File: src/rtl/lc3b_types.sv
// lc3b_types: shared L2 cache types, control FSM encoding and pseudo-LRU helpers
// Exports geometry typedefs, per-way status/control structs, lc3b_l2_fsm,
// plru_victim (PLRU bits -> victim way) and plru_update (PLRU bits, accessed way -> new bits).
package lc3b_types;
    typedef logic [2:0]   lc3b_c_index;
    typedef logic [8:0]   lc3b_c_tag;
    typedef logic [127:0] lc3b_cacheline;
    typedef logic [2:0]   lc3b_l2_lru;
    typedef struct packed {
        logic hit;
        logic d_out;
    } lc3b_cWay_state;
    typedef struct packed {
        lc3b_cWay_state way3;
        lc3b_cWay_state way2;
        lc3b_cWay_state way1;
        lc3b_cWay_state way0;
    } lc3b_L2_state;
    typedef struct packed {
        logic load_d;
        logic load_v;
        logic load_TD;
        logic d_in;
        logic v_in;
    } lc3b_cWay_ctl;
    typedef struct packed {
        logic         load_lru;
        lc3b_cWay_ctl way3;
        lc3b_cWay_ctl way2;
        lc3b_cWay_ctl way1;
        lc3b_cWay_ctl way0;
    } lc3b_L2_ctl;
    typedef enum logic [1:0] {L2_IDLE, L2_WRITEBACK, L2_ALLOCATE} lc3b_l2_fsm;
    // bit 2 picks the pair, bit 1 / bit 0 pick the way inside pair {0,1} / {2,3}
    function automatic logic [1:0] plru_victim(lc3b_l2_lru lru);
        return lru[2] ? (lru[0] ? 2'd3 : 2'd2) : (lru[1] ? 2'd1 : 2'd0);
    endfunction
    // point the tree away from the accessed way; the other pair's bit is untouched
    function automatic lc3b_l2_lru plru_update(lc3b_l2_lru lru, logic [1:0] way);
        return way[1] ? {1'b0, lru[1], ~way[0]} : {1'b1, ~way[0], lru[0]};
    endfunction
endpackage

File: src/rtl/l2_plru.sv
// l2_plru: combinational 4-way pseudo-LRU victim selection and update
// i_lru: stored PLRU bits; i_way: accessed way; o_victim: way to replace; o_lru_next: updated bits
module l2_plru
    import lc3b_types::*;
(
    input  lc3b_l2_lru i_lru,
    input  logic [1:0] i_way,
    output logic [1:0] o_victim,
    output lc3b_l2_lru o_lru_next
);
    assign o_victim   = plru_victim(i_lru);
    assign o_lru_next = plru_update(i_lru, i_way);
endmodule

File: src/rtl/l2_cache_control.sv
// l2_cache_control: control FSM for the 4-way 8-set L2 (hits, clean misses, dirty-victim writeback)
// clk, rst                           : clock, synchronous active-high reset
// i_mem_read, i_mem_write            : L1 request, held until o_mem_resp (write wins if both)
// i_state, i_lru                     : per-way hit/dirty and PLRU bits of the addressed set
// o_mem_resp                         : single-cycle completion pulse, only in IDLE
// o_lru_out, o_ctl                   : new PLRU bits and per-way load/valid/dirty strobes
// o_way_sel, o_addr_sel, o_datain_sel: datapath mux selects
// o_pmem_read, o_pmem_write, i_pmem_resp : physical memory handshake
module l2_cache_control
    import lc3b_types::*;
(
    input  logic         clk,
    input  logic         rst,
    input  logic         i_mem_read,
    input  logic         i_mem_write,
    output logic         o_mem_resp,
    input  lc3b_L2_state i_state,
    input  lc3b_l2_lru   i_lru,
    output lc3b_l2_lru   o_lru_out,
    output lc3b_L2_ctl   o_ctl,
    output logic [1:0]   o_way_sel,
    output logic         o_addr_sel,
    output logic         o_datain_sel,
    output logic         o_pmem_read,
    output logic         o_pmem_write,
    input  logic         i_pmem_resp
);
    lc3b_l2_fsm   r_state;
    logic [1:0]   r_victim;
    logic         r_pmem_read;
    logic         r_pmem_write;
    logic [3:0]   w_hit;
    logic [3:0]   w_dirty;
    logic [1:0]   w_hit_way;
    logic [1:0]   w_victim;
    lc3b_l2_lru   w_lru_next;
    logic         w_req;
    logic         w_hit_resp;
    logic         w_wb_done;
    logic         w_fill;
    lc3b_cWay_ctl w_way_ctl [4];
    assign w_hit     = {i_state.way3.hit, i_state.way2.hit, i_state.way1.hit, i_state.way0.hit};
    assign w_dirty   = {i_state.way3.d_out, i_state.way2.d_out, i_state.way1.d_out, i_state.way0.d_out};
    assign w_hit_way = w_hit[0] ? 2'd0 : w_hit[1] ? 2'd1 : w_hit[2] ? 2'd2 : 2'd3;
    assign w_req     = i_mem_read | i_mem_write;
    // strobes are gated by rst so a reset cycle never commits a hit or a partial fill
    assign w_hit_resp = !rst && r_state == L2_IDLE && w_req && |w_hit;
    assign w_wb_done  = !rst && r_state == L2_WRITEBACK && i_pmem_resp;
    assign w_fill     = !rst && r_state == L2_ALLOCATE && i_pmem_resp;
    l2_plru u_plru (
        .i_lru      (i_lru),
        .i_way      (w_hit_way),
        .o_victim   (w_victim),
        .o_lru_next (w_lru_next)
    );
    always_comb begin
        for (int i = 0; i < 4; i++) w_way_ctl[i] = '0;
        if (w_hit_resp && i_mem_write) w_way_ctl[w_hit_way] = '{load_d: 1'b1, load_v: 1'b0, load_TD: 1'b1, d_in: 1'b1, v_in: 1'b0};
        if (w_wb_done) w_way_ctl[r_victim] = '{load_d: 1'b1, load_v: 1'b0, load_TD: 1'b0, d_in: 1'b0, v_in: 1'b0};
        if (w_fill) w_way_ctl[r_victim] = '{load_d: 1'b1, load_v: 1'b1, load_TD: 1'b1, d_in: 1'b0, v_in: 1'b1};
    end
    assign o_ctl        = '{load_lru: w_hit_resp, way3: w_way_ctl[3], way2: w_way_ctl[2], way1: w_way_ctl[1], way0: w_way_ctl[0]};
    assign o_mem_resp   = w_hit_resp;
    assign o_lru_out    = w_hit_resp ? w_lru_next : '0;
    assign o_way_sel    = w_hit_resp ? w_hit_way : (r_state == L2_IDLE ? 2'd0 : r_victim);
    assign o_addr_sel   = r_state == L2_WRITEBACK;
    assign o_datain_sel = w_hit_resp && i_mem_write;
    assign o_pmem_read  = r_pmem_read;
    assign o_pmem_write = r_pmem_write;
    // victim is latched at the miss decision and never re-evaluated until the line is filled
    always_ff @(posedge clk) begin
        if (rst) begin
            r_state      <= L2_IDLE;
            r_victim     <= 2'd0;
            r_pmem_read  <= 1'b0;
            r_pmem_write <= 1'b0;
        end else begin
            case (r_state)
                L2_IDLE: if (w_req && !(|w_hit)) begin
                    r_victim     <= w_victim;
                    r_state      <= w_dirty[w_victim] ? L2_WRITEBACK : L2_ALLOCATE;
                    r_pmem_write <= w_dirty[w_victim];
                    r_pmem_read  <= !w_dirty[w_victim];
                end
                L2_WRITEBACK: if (i_pmem_resp) begin
                    r_state      <= L2_ALLOCATE;
                    r_pmem_write <= 1'b0;
                    r_pmem_read  <= 1'b1;
                end
                L2_ALLOCATE: if (i_pmem_resp) begin
                    r_state     <= L2_IDLE;
                    r_pmem_read <= 1'b0;
                end
                default: begin
                    r_state      <= L2_IDLE;
                    r_pmem_read  <= 1'b0;
                    r_pmem_write <= 1'b0;
                end
            endcase
        end
    end
endmodule
File: config.mk
export PLATFORM = sky130hd
export DESIGN_NAME = l2_cache_control
export DESIGN_NICKNAME = d
export VERILOG_FILES = /design/src/rtl/lc3b_types.sv /design/src/rtl/l2_plru.sv /design/src/rtl/l2_cache_control.sv
export SDC_FILE = /design/constraint.sdc
export NUM_CORES = 1
export LEC_CHECK = 0
export BUFFER_PORTS_ARGS = -buffer_cell sky130_fd_sc_hd__buf_4
export CAP_MARGIN = 30
export CORE_UTILIZATION = 38
export DETAILED_ROUTE_END_ITERATION = 8
export PLACE_DENSITY = 0.78
export REMOVE_ABC_BUFFERS = 1
export SLEW_MARGIN = 20
export SYNTH_ARGS = -nofsm -noshare
export SYNTH_HDL_FRONTEND = slang
export SYNTH_SLANG_ARGS = --single-unit
File: constraint.sdc
create_clock -name clk -period 2.02 [get_ports clk]
set_input_delay 0.404 -clock clk [delete_from_list [all_inputs] [get_ports clk]]
set_output_delay 0.404 -clock clk [all_outputs]
set_load 0.03 [all_outputs]
==> flow_metrics.py <==
metrics = {
    "finish": {
        "antenna_cells": 0,
        "layout.nets": 147,
        "filler_cell_count": 134,
        "multi_input_area_um2": 413,
        "area_growth_pct": 59.9,
        "drive_above_1_share_pct": 46.2,
        "regArea_um2": 101,
    },
    "global_routing": {
        "grt_max_degree": 11,
        "grt_use_total_pct": 23.3,
        "first_global_vias": 602,
        "overflow": 0,
        "grt_pass1_wl_um": 2460,
        "antenna_found_initial": 0,
    },
    "floorplan": {
        "start_util_pct": 43.1,
        "fp.dieH_um": 41.4,
        "ios": 47,
        "die_w_um": 41.4,
        "coreArea_um2": 1370,
        "num_rows": 13,
        "die_area_um2": 1710,
    },
    "clock_network": {
        "cts-htree-levels": 1,
        "cts_tree": "built",
        "clock_path_buffers": 2,
        "clkTransAtPathRegs_ns": 0.04,
        "cts_inserted_buffers": 3,
        "clock_latency_ns": 0.25,
        "cts_sinks": 5,
        "ctsRootBufferMaster": "clkbuf_4",
    },
    "synth": {
        "postSynthCellCount": 86,
        "async_flop_share_pct": 0,
        "netlist_top_cells_count": "nor2_1 (9), o21ai_0 (9), nand2_1 (8), inv_1 (6)",
        "synth-seq-cells": 5,
        "postSynthAreaPerCell_um2": 6.85,
        "ys_types": 31,
        "synth_edf_count": 0,
        "ys.warnings.count": 0,
        "yosys.area.top_type": "dfxtp_1",
        "syn_area_um2": 589,
        "synth_top_area_share_pct": 17.0,
        "synth_area_leaders": "dfxtp_1 (17%), o21ai_0 (7.6%), mux2i_1 (6.8%), buf_4 (6.4%), nor2_1 (5.7%)",
        "yosysSeqAreaShare_pct": 17.0,
        "ys.flop_type": "dfxtp_1",
    },
    "placement": {
        "place_congestion": 0.891,
        "portBuffers": 46,
        "dpl.hpwl_um": 1420,
    },
    "outcome": {
        "status": "finished, final reports clean",
    },
    "timing": {
        "setup_viol": 0,
        "final-hold-violation-count": 0,
        "post-route-min-period_ns": 1.95,
        "rsz0062_at_grt": "true",
        "fmax_ghz": 0.514,
        "worst_slew_pin_slew_ns": 0.395,
        "drv_slew": 0,
        "fin_skew_ns": 0.00351,
        "maxSlewHeadroom_pct": 73.4,
        "fin_crit_sh_pct": 96.3,
        "fin_setup_tns_ns": 0,
    },
    "detailed_routing": {
        "wl_per_cell_um": 12.2,
        "topRoutingLayerUsed": "met4",
        "met1_length_um": 779,
        "ant_nets": 0,
        "routed-wl-met2_um": 802,
        "first_pass_iters": 4,
        "drc": 0,
        "via_per_inst": 5.43,
        "detailroute.wirelength.met3_um": 124,
        "wirelength_um": 1770,
        "routed-via-count": 787,
        "drt_iter0_drc": 13,
    },
    "critical_path": {
        "worstPathRequired_ns": 1.62,
        "endpoint_kind": "output port",
        "start_kind": "input pin",
        "crit_type": "input pin to output port",
        "crit_fanout": 7,
        "cp.arrival_ns": 1.54,
        "reg2regPathDepth": 3,
    },
    "min_path": {
        "hold_depth": 2,
        "min_path_type": "input pin to flop",
    },
    "run": {
        "max_cap_violations": 0,
    },
    "power_and_ir_drop": {
        "total_power_uw": 372,
        "leakage_uw": 0.000488,
        "cellPowerDensity_nw_per_um2": 395,
        "peakVddDrop_mv": 0.368,
    },
}
## metrics by stage
| stage | util, % | instances | setup WS (ns) | instance area (um2) | hold WS (ns) |
|---|---|---|---|---|---|
| final | 69.0 | 145 | 0.0743 | 942 | 0.397 |
| after global routing | 69.0 | 145 | -0.0404 | 942 | 0.412 |
| after CTS | 68.7 | 145 | 0.0226 | 938 | 0.391 |
| after detailed placement | 66.8 | 141 | 0.0788 | 912 | 0.511 |
| after global placement | 66.8 | 141 | 0.0989 | 912 | 0.499 |
| after floorplan | - | 78 | -0.603 | 533 | 0.473 |
## placed cells by master (no fill, tap or decap), types with 3 or more instances in the layout
cell type,count
a21oi_1,3
buf_4,48
clkbuf_4,3
dfxtp_1,4
inv_1,6
mux2i_1,4
nand2_1,8
nor2_1,9
nor3_1,3
o21ai_0,9
o31ai_1,4
## state kept, by name (all words and copies together), names as in the netlist
name          cells
r_state           2
r_victim          2
o_pmem_write      1
## critical path, cell delays in order
cell and delay (ns):
buf_4 0.14, or4_4 0.57, nand3_1 0.17, o31ai_1 0.09, buf_4 0.17
## power breakdown
part           internal, uW  total [uW]  switching [uW]
sequential              101         105            3.58
combinational          63.7         147            83.5
clock                  74.9         120            44.8
total                   240         372             132
## final timing paths
check,from,end,slack (ns)
max reg2reg,r_state[0],o_pmem_write,0.59
min reg2reg,o_pmem_write,o_pmem_write,0.51
min,rst,r_victim[1],0.40
max,i_state[3],o_way_sel[1],0.07
## layout make-up
class	count	share of cell area [%]
Multi-Input combinational cell	67	43.8
Timing Repair Buffer	48	38.2
Sequential cell	5	10.8
Clock buffer	4	2.79
Inverter	6	2.39
Tap cell	15	1.99
## what timing repair did
action / 4_1_cts / 5_1_grt
setup buffers: 0 / 0
hold buffers: 0 / 0
endpoints found under the setup margin: 0 / 10
gates resized for setup: 0 / 2
## kinds of logic (layout without fill, tap and decap cells)
kind of cell,after synthesis,after routing,share of synthesized area [%]
compound gates,23,23,24.8
buf+inv,14,58,13.4
flops,5,5,17.0
mux,5,5,8.71
simple gates,39,39,36.1
## metal layers
metal  vias up  GRT usage (%)
li1        397              -
met1       341           25.8
met2        41           36.3
met3         8           4.79
met4         0           22.6
met5         -              0
(Power assumes the default switching activity.)
